### config.mk
export PLATFORM = sky130hd
export DESIGN_NAME = fb_scan_reader
export DESIGN_NICKNAME = d
export VERILOG_FILES = /design/src/rtl/fb_scan_reader.sv
export SDC_FILE = /design/constraint.sdc
export NUM_CORES = 1
export LEC_CHECK = 0
export ABC_AREA = 1
export BUFFER_PORTS_ARGS = -buffer_cell sky130_fd_sc_hd__buf_2
export CAP_MARGIN = 20
export CORE_AREA = 2 2 73 75
export CTS_CLUSTER_SIZE = 12
export DETAILED_ROUTE_END_ITERATION = 7
export DIE_AREA = 0 0 75 77
export SYNTH_ARGS = -nofsm -noshare
export SYNTH_HDL_FRONTEND = slang
export SYNTH_SLANG_ARGS = --single-unit
### constraint.sdc
create_clock -name Clk -period 1.7 [get_ports Clk]
set_clock_uncertainty 0.1 [all_clocks]
set_input_delay 0.085 -clock Clk [delete_from_list [all_inputs] [get_ports Clk]]
set_output_delay 0.085 -clock Clk [all_outputs]
set_load 0.03 [all_outputs]
### src/rtl/fb_scan_reader.sv
// fb_scan_reader
//   Pipelined frame-buffer scan-out reader. Maps the VGA controller's
//   DrawX/DrawY to a registered frame-buffer read address, realigns the
//   returned colour index with the pixel stream, and blanks pixels that are
//   outside the active area. It supports integer up-scaling by 2^SCALE_LOG2.
//   With FB_PAGE_FLIP_EN defined, it also supports double-buffered page
//   flipping at the start of vertical blank.
//
//   Latency DrawX/DrawY -> COLOR_ID/pix_valid is 1+MEM_LAT cycles, one pixel
//   per clock, no stalls.
//
// Ports
//   Clk           in   pixel/system clock
//   Reset         in   asynchronous active-high reset
//   DrawX, DrawY  in   [9:0] current pixel column/row
//   FB_DIN        in   [COLOR_W-1:0] frame-buffer read data
//   swap_req      in   one-cycle page-flip request
//   FB_ADDR       out  [ADDR_W-1:0] registered read address
//   COLOR_ID      out  [COLOR_W-1:0] aligned colour index (BG_COLOR if blank)
//   pix_valid     out  COLOR_ID came from the frame buffer
//   display_page  out  page being scanned out
//   draw_page     out  page the renderer may write (~display_page)
//   swap_ack      out  one-cycle pulse when a flip takes effect
//
// Build option
//   FB_PAGE_FLIP_EN  defined: two pages with a vblank-synchronised flip FSM.
//                    undefined: single page at base 0; swap_req is ignored,
//                    and the page outputs and swap_ack are tied to 0.

module fb_scan_reader #(
  parameter int WIDTH      = 640,
  parameter int HEIGHT     = 480,
  parameter int SCALE_LOG2 = 0,
  parameter int ADDR_W     = 21,
  parameter int COLOR_W    = 8,
  parameter int MEM_LAT    = 1,
  parameter int BG_COLOR   = 0
) (
  input  logic               Clk,
  input  logic               Reset,
  input  logic [9:0]         DrawX,
  input  logic [9:0]         DrawY,
  input  logic [COLOR_W-1:0] FB_DIN,
  input  logic               swap_req,
  output logic [ADDR_W-1:0]  FB_ADDR,
  output logic [COLOR_W-1:0] COLOR_ID,
  output logic               pix_valid,
  output logic               display_page,
  output logic               draw_page,
  output logic               swap_ack
);

  localparam int SW        = WIDTH  >> SCALE_LOG2;
  localparam int SH        = HEIGHT >> SCALE_LOG2;
  localparam int PAGE_SIZE = SW * SH;

  // Widen the coordinates once so that every compare and product is a
  // 32-bit operation.
  logic [31:0] x32, y32;
  logic        active;
  logic [31:0] base, lin;

  assign x32    = 32'(DrawX);
  assign y32    = 32'(DrawY);
  assign active = (x32 < 32'(WIDTH)) && (y32 < 32'(HEIGHT));
  assign base   = display_page ? 32'(PAGE_SIZE) : 32'd0;

  // The address wraps modulo 2^ADDR_W through the truncation below.
  always_comb begin
    lin = base + (x32 >> SCALE_LOG2) + (y32 >> SCALE_LOG2) * 32'(SW);
  end

  // Stage A: register the address. Its active bit enters the alignment pipe.
  // vld_pipe[0] sits beside FB_ADDR. vld_pipe[MEM_LAT-1] lines up with
  // FB_DIN, because the RAM returns data MEM_LAT-1 cycles after the address
  // register.
  logic [MEM_LAT-1:0] vld_pipe;

  always_ff @(posedge Clk or posedge Reset) begin
    if (Reset) begin
      FB_ADDR  <= '0;
      vld_pipe <= '0;
    end else begin
      FB_ADDR     <= active ? lin[ADDR_W-1:0] : '0;
      vld_pipe[0] <= active;
      for (int i = 1; i < MEM_LAT; i++) vld_pipe[i] <= vld_pipe[i-1];
    end
  end

  // Output register: capture the RAM data, or substitute the background.
  always_ff @(posedge Clk or posedge Reset) begin
    if (Reset) begin
      COLOR_ID  <= COLOR_W'(BG_COLOR);
      pix_valid <= 1'b0;
    end else begin
      COLOR_ID  <= vld_pipe[MEM_LAT-1] ? FB_DIN : COLOR_W'(BG_COLOR);
      pix_valid <= vld_pipe[MEM_LAT-1];
    end
  end

`ifdef FB_PAGE_FLIP_EN
  typedef enum logic {IDLE, PENDING} flip_state_t;
  flip_state_t state;
  logic        flip_pt;

  // The first pixel of the first blanking line. No active pixel is in
  // flight through stage A at this point, so a flip cannot tear a frame.
  assign flip_pt = (y32 == 32'(HEIGHT)) && (x32 == 32'd0);

  // A request that arrives on the flip point is honoured at once. Extra
  // requests while PENDING merge into the single pending flip.
  always_ff @(posedge Clk or posedge Reset) begin
    if (Reset) begin
      state        <= IDLE;
      display_page <= 1'b0;
      swap_ack     <= 1'b0;
    end else begin
      swap_ack <= 1'b0;
      if (flip_pt && (state == PENDING || swap_req)) begin
        display_page <= ~display_page;
        swap_ack     <= 1'b1;
        state        <= IDLE;
      end else if (swap_req) begin
        state <= PENDING;
      end
    end
  end

  assign draw_page = ~display_page;
`else
  logic unused_swap;
  assign unused_swap  = swap_req;
  assign display_page = 1'b0;
  assign draw_page    = 1'b0;
  assign swap_ack     = 1'b0;
`endif

endmodule

# Yosys cells after proc, flatten, opt, wreduce, memory -nomap -nowiden

Index checks and enable logic that the tools add are counted.

$add $sub $neg: 1
$mul: 1
Magnitude comparators: 2
Multiplexer cells: 2
Reduce and logical (&&, ||, !) cells: 1

Operator list:

| kind                  | count |
|---|---|
| $add 10x20->21        | 1 |
| $mux 21               | 1 |
| $mul 10x3->13 const B | 1 |
| $lt 10x10->1 const B  | 1 |
| $lt 10x9->1 const B   | 1 |
| $mux 8                | 1 |
| $logic_and 1x1->1     | 1 |

Bits in registers: 31
Input port bits: 31
Output and inout bits: 33

# Longest topological paths before layout

Gate-level depths: netlist of the first run.

Depth in word-level cells: 3
Mapped depth: 15
Mapped depth without buffers: 15

# Worst setup path before layout of the first run

OpenSTA, ideal clock, no wires.

Path kind: input -> register
From: in DrawY[1]
To: reg FB_ADDR[18]
Library setup time: 0.117 ns
Data arrival time: 1.838 ns
Data required time: 1.483 ns
Path slack: -0.355 ns
Cell stages on the path: 14
Cells stage by stage: ha_1 -> ha_1 -> inv_1 -> fa_1 -> nor2_1 -> nand3_1 -> nand2_1 -> nand2_1 -> nor2_2 -> inv_1 -> nor2_4 -> nand3_1 -> nand2_1 -> nor2_1

Longest elaborated chain between the ends: 3

RTL lines:

| item                                                | RTL line | source |
|---|---|---|
| start: declaration                                  | 42       | `input logic [9:0] DrawY,` |
| $mul 10x3->13 or $lt 10x9->1 (tied branches)        | 70, 65   |  |
| $add 10x20->21 or $logic_and 1x1->1 (tied branches) | 70, 65   |  |
| $mux 21 (*)                                         | 84       | `FB_ADDR <= active ? lin[ADDR_W-1:0] : '0;` |
| end signal: assignment                              | 84       |  |
| end: declaration                                    | 45       | `output logic [ADDR_W-1:0] FB_ADDR,` |

Every way passes the cells marked *; elsewhere a longest branch is shown, timed or not.

# Final worst setup path of the first run

From: in DrawY[3]
To: reg FB_ADDR[18]

The elaborated chain is that of the path after synthesis.

==> flow_metrics.tcl, run 1 <==
set metrics [dict create \
    critPathTopFamily "adder cells" \
    run_status "complete, but fails checks" \
    grt_overflow 0 \
    place.port_buffers 59 \
    drcViolationCount 0 \
    num_rows 26 \
    worstSetupPathType "in -> reg" \
    fin_util_pct 58.47 \
    violations "negative setup slack" \
    p_total_mw 2.244 \
    finalNetCount 403 \
    setup_slack_ps -151.1 \
    fin_setup_tns_ps -772.3 \
    regToRegEndpoint "COLOR_ID[1]$_DFF_PP0_" \
    highest-signal-layer "met4" \
    fin_crit_ps 1851 \
    drv_cap 0 \
    grt_pass1_wl_mm 6.817 \
    antenna_found_initial 0 \
    viasPerCell 4.232 \
    wl_per_cell_um 9.782 \
    ys_ff_latch 31 \
    cts_tree "done" \
    clock-sinks 31 \
    syn_area_um2 1914 \
    synth_most_common_cell "nand2_1" \
    holdCritStartpoint "DrawX[7]" \
    hold_viol 0 \
    hpwl_mm 3.073 \
    clk_latency_ps 280 \
    hold_path.class "in -> reg" \
    core_area_um2 4977 \
    path_cells "buf_8 -> ha_4 -> ha_4 -> inv_2 -> fa_2 -> nor2_4 -> nand3_2 -> nand2_2 -> nand2_2 -> nor2_4 -> inv_2 -> nor2_4 -> nand3_2 -> nand2_1 -> nor2_1" \
    wirelength_mm 4.128 \
    avgSynthCellArea_um2 7.910 \
    cts_max_level 2 \
    cts_buffer_depth 2 \
    cp_num_buf_inv 3 \
    routed-wl-met2_mm 2.015 \
    start_util_pct 38.46 \
    dieArea_um2 5775 \
    synth_cell_type_count 25 \
    ys_seq_area_share_pct 40.52 \
    dr.pass1.iters 4 \
    setup_viol 7 \
    critPathArrivalTime_ps 1930 \
    p_leak_nw 1.698 \
    power_density_nw_per_um2 771.1 \
    critPathCaptureType "flop" \
    synth_ff_type "dfrtp_1" \
    path_common_cell "nor2_4" \
    max-vdd-ir-drop_v 0.0003363 \
    met1Wirelength_mm 1.773 \
    slew_violations 0 \
    grt_max_degree 32 \
    required_ps 1770 \
    grt_usage_pct 14.97 \
    route.met3.wl_um 271 \
    grt_pass1_vias 1690 \
    initialDrtViolationCount 38 \
    critPathMaxFanout 3 \
    drive_above_1_share_pct 39.77 \
    reg2regPathDepth 2 \
    finalWeightedCongestion 0.8192 \
    rsz0062_at_grt "true" \
    synth_top_area_share_pct 40.52 \
    yosysWarnings 0 \
    die-height_um 77 \
    fin_crit_sh_pct 108.9 \
    ys_top_cells_by_count "nand2_1, inv_1, dfrtp_1, nor2_1, nand3_1" \
    synth_area_leaders "dfrtp_1, ha_1, nand2_1" \
    n_antenna_cell 0 \
    area_delta_synth_final_pct 52.03 \
    rr_startpoint "vld_pipe$_DFF_PP0_" \
    cts.clk_slew.worst_paths_ps 60 \
    numCtsBuffers 5 \
    cp-start-kind "input pin" \
    die_width_um 75 \
    hold_depth 4 \
    rrSetupSlack_ps 860 \
    num_vias 1786 \
    slowest_stage "fa_2" \
    pin_count 64 \
    synth_edf_count 0 \
    worstHoldEndpoint "FB_ADDR[7]$_DFF_PP0_" \
    max_freq_mhz 540.2 \
    postRouteAntennaNets 0 \
    async_flop_share_pct 100.0 \
    cts-root-buf "clkbuf_8" \
    cpPeakStageDelay_ps 490 \
    synth_area_leader_cell "dfrtp_1" \
    synthCells 242 \
]
==> report_power, final <==
part	leakage, nW	internal [mW]	total [mW]	switching, mW
logic	1.24	0.335	0.828	0.493
registers	0.412	0.787	0.801	0.0142
clock network	0.0515	0.368	0.616	0.247
==> placed cells by master (no fill, tap or decap), drive strengths merged <==
cell / instances
inv: 47
conb: 4
dfrtp: 31
nor3b: 1
dlygate4sd3: 16
fa: 2
xnor2: 1
nand2: 63
a21oi: 10
nand3: 22
clkbuf: 8
o21ai: 5
or2: 2
a31oi: 1
ha: 19
buf: 89
nand4: 1
nor2: 30
==> stage by stage <==
stage	hold slack [ps]	std cells	setup slack, ps	instance area, um^2
5_1_grt	156.8	422	-231.9	2910
6_report	105.1	422	-151.1	2910
3_3_place_gp	76.35	393	-454.3	2487
2_1_floorplan	88.51	245	-240.9	1961
4_1_cts	103.0	420	-89.22	2788
3_5_place_dp	77.46	393	-475.9	2487
==> cell type report <==
class,instances,area [um^2]
Fill cell,451,2067
Multi-Input combinational cell,161,1060
Sequential cell,31,775.7
Timing Repair Buffer,105,708.2
Inverter,47,178.9
Clock buffer,8,100.1
Tap cell,70,87.58
==> worst max-delay path by stage <==
stage | startpoint | end | slack [ps] | cells after the start
2_1_floorplan | DrawY[0] | FB_ADDR[18]$_DFF_PP0_ | -240 | 14
3_3_place_gp | DrawY[1] | FB_ADDR[18]$_DFF_PP0_ | -450 | 15
3_5_place_dp | DrawY[1] | FB_ADDR[18]$_DFF_PP0_ | -480 | 15
4_1_cts | DrawY[1] | FB_ADDR[18]$_DFF_PP0_ | -90 | 15
5_1_grt | DrawY[3] | FB_ADDR[18]$_DFF_PP0_ | -230 | 15
6_report | DrawY[3] | FB_ADDR[18]$_DFF_PP0_ | -150 | 15
==> kinds of logic after synthesis <==
family,count (synthesis),share of synthesized area [%]
compound gates,16,4.444
xor+xnor,1,0.4576
fa+ha+maj,21,14.51
buf+inv,53,11.50
flops,31,40.52
other cells,1,0.1959
simple gates,119,28.37
==> worst register-to-register path: stages (launching register included) <==
cell,delay [ps]
dfrtp_1,480
nand2_1,100
inv_1,50
==> timing repair <==
action                                 4_1_cts  5_1_grt
resized for setup                            6       28
cloned                                       0        0
hold buffers                                16        0
pin swaps                                    6       14
buffers inserted                             3        3
endpoints found under the hold margin       46        0
setup endpoints to repair                    5        7
==> routing by layer <==
metal	GRT usage (%)	vias up
li1	-	949
met1	17.04	777
met2	26.58	54
met3	3.285	6
met4	5.357	0
met5	0	-
==> registers in the layout, summed over array words and instances, names as in the netlist <==
signal and flops:
COLOR_ID 8, vld_pipe 1, FB_ADDR 21, pix_valid 1
Power figures use the tool's default switching activity.
==> run 2: changes to the inputs <==
Settings changed: SETUP_SLACK_MARGIN set to 0.02.
Clock period 1.7 ns to 2 ns, I/O delays scaled along.
==> flow_metrics.tcl, run 2 (synthesized netlist as in run 1, its figures left out) <==
set metrics [dict create \
    cts.clk_slew.worst_paths_ps 60 \
    regToRegEndpoint "COLOR_ID[5]$_DFF_PP0_" \
    regMostFlops "FB_ADDR" \
    numCtsBuffers 5 \
    drive_above_1_share_pct 32.94 \
    worstSetupPathType "in -> reg" \
    setup_slack_ps 117.1 \
    fin_crit_sh_pct 94.15 \
    p_int_mw 1.188 \
    power.share.switching_pct 33.34 \
    dp_slack_ps -216.2 \
    hold_viol 0 \
    path_cells "buf_2 -> buf_4 -> ha_1 -> ha_1 -> or2_2 -> nand3_1 -> nand2_1 -> nand2_1 -> nand2_1 -> nor2_1 -> nand3_2 -> nand2_1 -> nor2_1" \
    p_leak_nw 1.627 \
    grt_pass1_vias 1563 \
    die_width_um 75 \
    postLayoutCellArea_um2 2719 \
    max_freq_mhz 531.1 \
    p_switching_mw 0.5945 \
    finalWeightedCongestion 0.8093 \
    grt_pass1_wl_mm 6.458 \
    dieArea_um2 5775 \
    clock-sinks 31 \
    drv_cap 0 \
    grt_overflow 0 \
    critPathMaxFanout 5 \
    cts-root-buf "clkbuf_8" \
    initialDrtViolationCount 33 \
    postRouteAntennaNets 0 \
    dr.pass1.iters 4 \
    setup_viol 0 \
    cts_tree "done" \
    area_delta_synth_final_pct 42.03 \
    cts_buffer_depth 2 \
    cp-start-kind "input pin" \
    viasPerCell 4.198 \
    slew_violations 0 \
    rrSetupSlack_ps 1190 \
    crit_end "FB_ADDR[18]$_DFF_PP0_" \
    num_rows 26 \
    drcViolationCount 0 \
    required_ps 2060 \
    fin_crit_ps 1883 \
    rr_startpoint "vld_pipe$_DFF_PP0_" \
    rsz0062_at_grt "false" \
    slowest_stage "ha_1" \
    stdcell_count 410 \
    wl_per_cell_um 9.290 \
    final_common_cell "buf_2" \
    p_seq_share_pct 38.1 \
    start_util_pct 38.46 \
    cts_max_level 2 \
    startpoint "DrawY[4]" \
    finalNetCount 392 \
    p_clk_share_pct 26.5 \
    max-vdd-ir-drop_v 0.0002616 \
    pin_count 64 \
    grt_max_degree 32 \
    largest_reg_flops 21 \
    run_status "finished clean" \
    n_antenna_cell 0 \
    reg2regPathDepth 2 \
    clk_latency_ps 270 \
    place_inst 386 \
    cpPeakStageDelay_ps 360 \
    power_density_nw_per_um2 655.7 \
    placed_area_um2 2425 \
    critPathCaptureType "flop" \
    path_common_cell "nand2_1" \
    place.port_buffers 59 \
    grt_usage_pct 14.02 \
    reg.largest.list "FB_ADDR x21, COLOR_ID x8" \
    hpwl_mm 3.008 \
    antenna_found_initial 0 \
    wirelength_mm 3.809 \
    core_area_um2 4977 \
    die-height_um 77 \
    final_cell_mix "buf_2, nand2_1, inv_1, dfrtp_1, nor2_1" \
    p_comb_share_pct 35.4 \
    num_vias 1721 \
    hold_path.class "in -> reg" \
    critPathArrivalTime_ps 1940 \
]
[run 2: cell count changes in the layout (fill, tap and decap cells not counted), moves of 2 or more]
cell	change
buf_4	-8
nand2_1	+6
nand2_2	-4
buf_6	-3
nand3_1	+3
a21oi_1	+2
a21oi_2	-2
nand2_4	-2
nand3_2	-2
[run 2: what timing repair did]
action	CTS	global route
hold buffers	16	0
setup endpoints to repair	0	5
gates resized for setup	0	11
endpoints found under the hold margin	46	0
setup buffers	0	1
[run 2: worst max-delay path: cells and delay by family]
family | cells | cell delay [ps]
adders and majority gates | 2 | 640
buffers and inverters | 2 | 230
and+or+nand+nor | 9 | 990
[run 2: how the worst min path moves through the flow]
stage	depth (start not counted)	slack [ps]	from	endpoint
finish	4	110	DrawX[7]	FB_ADDR[7]$_DFF_PP0_
global route	4	160	DrawX[8]	FB_ADDR[8]$_DFF_PP0_
CTS	4	110	DrawX[7]	FB_ADDR[7]$_DFF_PP0_
detailed placement	3	90	Reset	FB_ADDR[3]$_DFF_PP0_
global placement	3	90	Reset	FB_ADDR[2]$_DFF_PP0_
floorplan	1	100	Reset	COLOR_ID[0]$_DFF_PP0_
[run 2: per-layer routing]
metal | track usage [%] | wire, um | vias to the layer above
met1 | 17.06 | 1714 | 740
met3 | 3.679 | 280 | 2
met2 | 23.42 | 1796 | 50
met5 | 0 | 0 | -
li1 | - | - | 929
met4 | 4.821 | 18 | 0
[run 2: power groups by stage]
stage | logic [mW] | clock network (mW) | registers, mW
floorplan | 0.325 | 0 | 0.776
global placement | 0.589 | 0 | 0.691
detailed placement | 0.595 | 0 | 0.691
CTS | 0.622 | 0.493 | 0.680
global route | 0.711 | 0.524 | 0.686
finish | 0.631 | 0.472 | 0.680
[run 2: per-stage QoR]
step / utilization [%] / power [mW] / setup TNS (ps) / hold WS (ps)
6_report: 54.63 / 1.783 / 0 / 112.2
5_1_grt: 54.63 / 1.920 / 0 / 160.0
4_1_cts: 53.70 / 1.795 / 0 / 107.8
3_5_place_dp: 48.72 / 1.286 / -978.3 / 90.60
3_3_place_gp: 48.72 / 1.280 / -848.0 / 89.68
2_1_floorplan: - / 1.102 / 0 / 103.5
[run 2: cell type report]
type,instances,area [um^2]
flip-flops and latches,31,775.7
repair buffers,94,614.3
well taps,70,87.58
fillers,466,2258
inverters,47,176.4
multi-input cells,161,977.2
clock inverters,1,5.005
clock buffers,6,82.58
==> run 3: changes to the inputs <==
Settings changed: PLACE_DENSITY set to 0.66.
Clock period 2 ns to 1.7 ns, I/O delays scaled along.
==> flow_metrics.tcl, run 3 (synthesized netlist as in run 1, its figures left out) <==
set metrics [dict create \
    worstSetupPathType "in -> reg" \
    p_leak_nw 1.692 \
    run_status "complete, but fails checks" \
    hold_viol 0 \
    cts_tree "done" \
    hpwl_mm 3.066 \
    wirelength_mm 4.091 \
    violations "negative setup slack" \
    postRouteAntennaNets 0 \
    slew_violations 0 \
    n_antenna_cell 0 \
    clk_latency_ps 270 \
    holdWs_ps 105.8 \
    core_area_um2 4977 \
    place_inst 392 \
    clock-sinks 31 \
    dr.pass1.iters 4 \
    num_vias 1817 \
    die_width_um 75 \
    rr_startpoint "vld_pipe$_DFF_PP0_" \
    cp-start-kind "input pin" \
    grt_usage_pct 15.32 \
    top_usage_layer "met2" \
    fin_util_pct 58.17 \
    worstHoldEndpoint "FB_ADDR[7]$_DFF_PP0_" \
    numCtsBuffers 5 \
    viasPerCell 4.296 \
    reg.largest.list "FB_ADDR x21, COLOR_ID x8" \
    stdcell_count 423 \
    drive_above_1_share_pct 39.38 \
    postLayoutCellArea_um2 2895 \
    fin_setup_tns_ps -577.9 \
    critPathCaptureType "flop" \
    hold_path.class "in -> reg" \
    setup_viol 7 \
    start_util_pct 38.46 \
    grt_pass1_vias 1792 \
    regToRegEndpoint "COLOR_ID[1]$_DFF_PP0_" \
    placed_area_um2 2480 \
    reg2regPathDepth 2 \
    wl_per_cell_um 9.671 \
    final_cell_mix "buf_2, nand2_1, inv_1, dfrtp_1, buf_4" \
    max_freq_mhz 553.4 \
    met2_usage_pct 28.33 \
    initialDrtViolationCount 34 \
    max-vdd-ir-drop_v 0.0002925 \
    rrSetupSlack_ps 880 \
    place.port_buffers 59 \
    cts.clk_slew.worst_paths_ps 60 \
    final_common_cell "buf_2" \
    regMostFlops "FB_ADDR" \
    hold_depth 4 \
    dp_slack_ps -472.2 \
    required_ps 1760 \
    antenna_found_initial 0 \
    dieArea_um2 5775 \
    cts_max_level 2 \
    largest_reg_flops 21 \
    drv_cap 0 \
    rsz0062_at_grt "true" \
    holdCritStartpoint "DrawY[0]" \
    finalWeightedCongestion 0.7936 \
    grt_max_degree 32 \
    drcViolationCount 0 \
    fin_crit_ps 1807 \
    pin_count 64 \
    critPathArrivalTime_ps 1870 \
    use_met3_pct 3.154 \
    fin_crit_sh_pct 106.3 \
    area_delta_synth_final_pct 51.24 \
    grt_pass1_wl_mm 6.989 \
    num_rows 26 \
    grt_overflow 0 \
    use_met1_pct 16.31 \
    cts_buffer_depth 2 \
    cts-root-buf "clkbuf_8" \
    critPathMaxFanout 3 \
    die-height_um 77 \
    setup_slack_ps -107.1 \
    p_total_mw 2.226 \
    power_density_nw_per_um2 768.9 \
    finalNetCount 404 \
]
[run 3: changes by cell type in the layout (fill, tap and decap cells not counted), sizes merged]
cell and change:
buf +12, clkbuf +2, clkinv -1
[run 3: metal layers]
metal	share of wire, %	vias to the layer above	wire (um)
li1	-	949	-
met1	42	811	1727
met2	51	51	2082
met3	5.2	6	211
met4	1.7	0	69
met5	0	-	0
[run 3: worst max-delay path: stages]
cell	delay [ps]
buf_8	100
ha_4	230
ha_4	160
inv_2	50
fa_2	470
nor2_4	120
nand3_2	80
nand2_2	70
nand2_2	60
nor2_4	110
inv_2	60
nor2_4	100
nand3_2	60
nand2_1	60
nor2_1	40
[run 3: worst max-delay path by stage]
| stage | to | cells after the start | from |
|---|---|---|---|
| after floorplan | FB_ADDR[18]$_DFF_PP0_ | 14 | DrawY[0] |
| after global placement | FB_ADDR[18]$_DFF_PP0_ | 15 | DrawY[1] |
| after detailed placement | FB_ADDR[18]$_DFF_PP0_ | 15 | DrawY[1] |
| after CTS | FB_ADDR[18]$_DFF_PP0_ | 15 | DrawY[3] |
| after global routing | FB_ADDR[17]$_DFF_PP0_ | 16 | DrawY[3] |
| final | FB_ADDR[18]$_DFF_PP0_ | 15 | DrawY[3] |
[run 3: layout make-up]
| cell class | instances | area (um^2) |
|---|---|---|
| Inverter | 47 | 176.4 |
| Fill cell | 435 | 2082 |
| Multi-Input combinational cell | 161 | 1051 |
| Sequential cell | 31 | 775.7 |
| Timing Repair Buffer | 106 | 704.4 |
| Clock buffer | 8 | 100.1 |
| Tap cell | 70 | 87.58 |
[run 3: timing repair]
item                                   CTS  global route
setup buffers                            4             3
setup endpoints to repair                6             7
pin swaps                               10            12
endpoints found under the hold margin   46             0
gates resized for setup                 11            13
hold buffers                            16             0
[run 3: power by group]
group          switching, mW  internal (mW)  total, mW
clock                  0.234          0.368      0.602
sequential            0.0143          0.787      0.801
combinational          0.480          0.343      0.823
total                  0.728           1.50       2.23
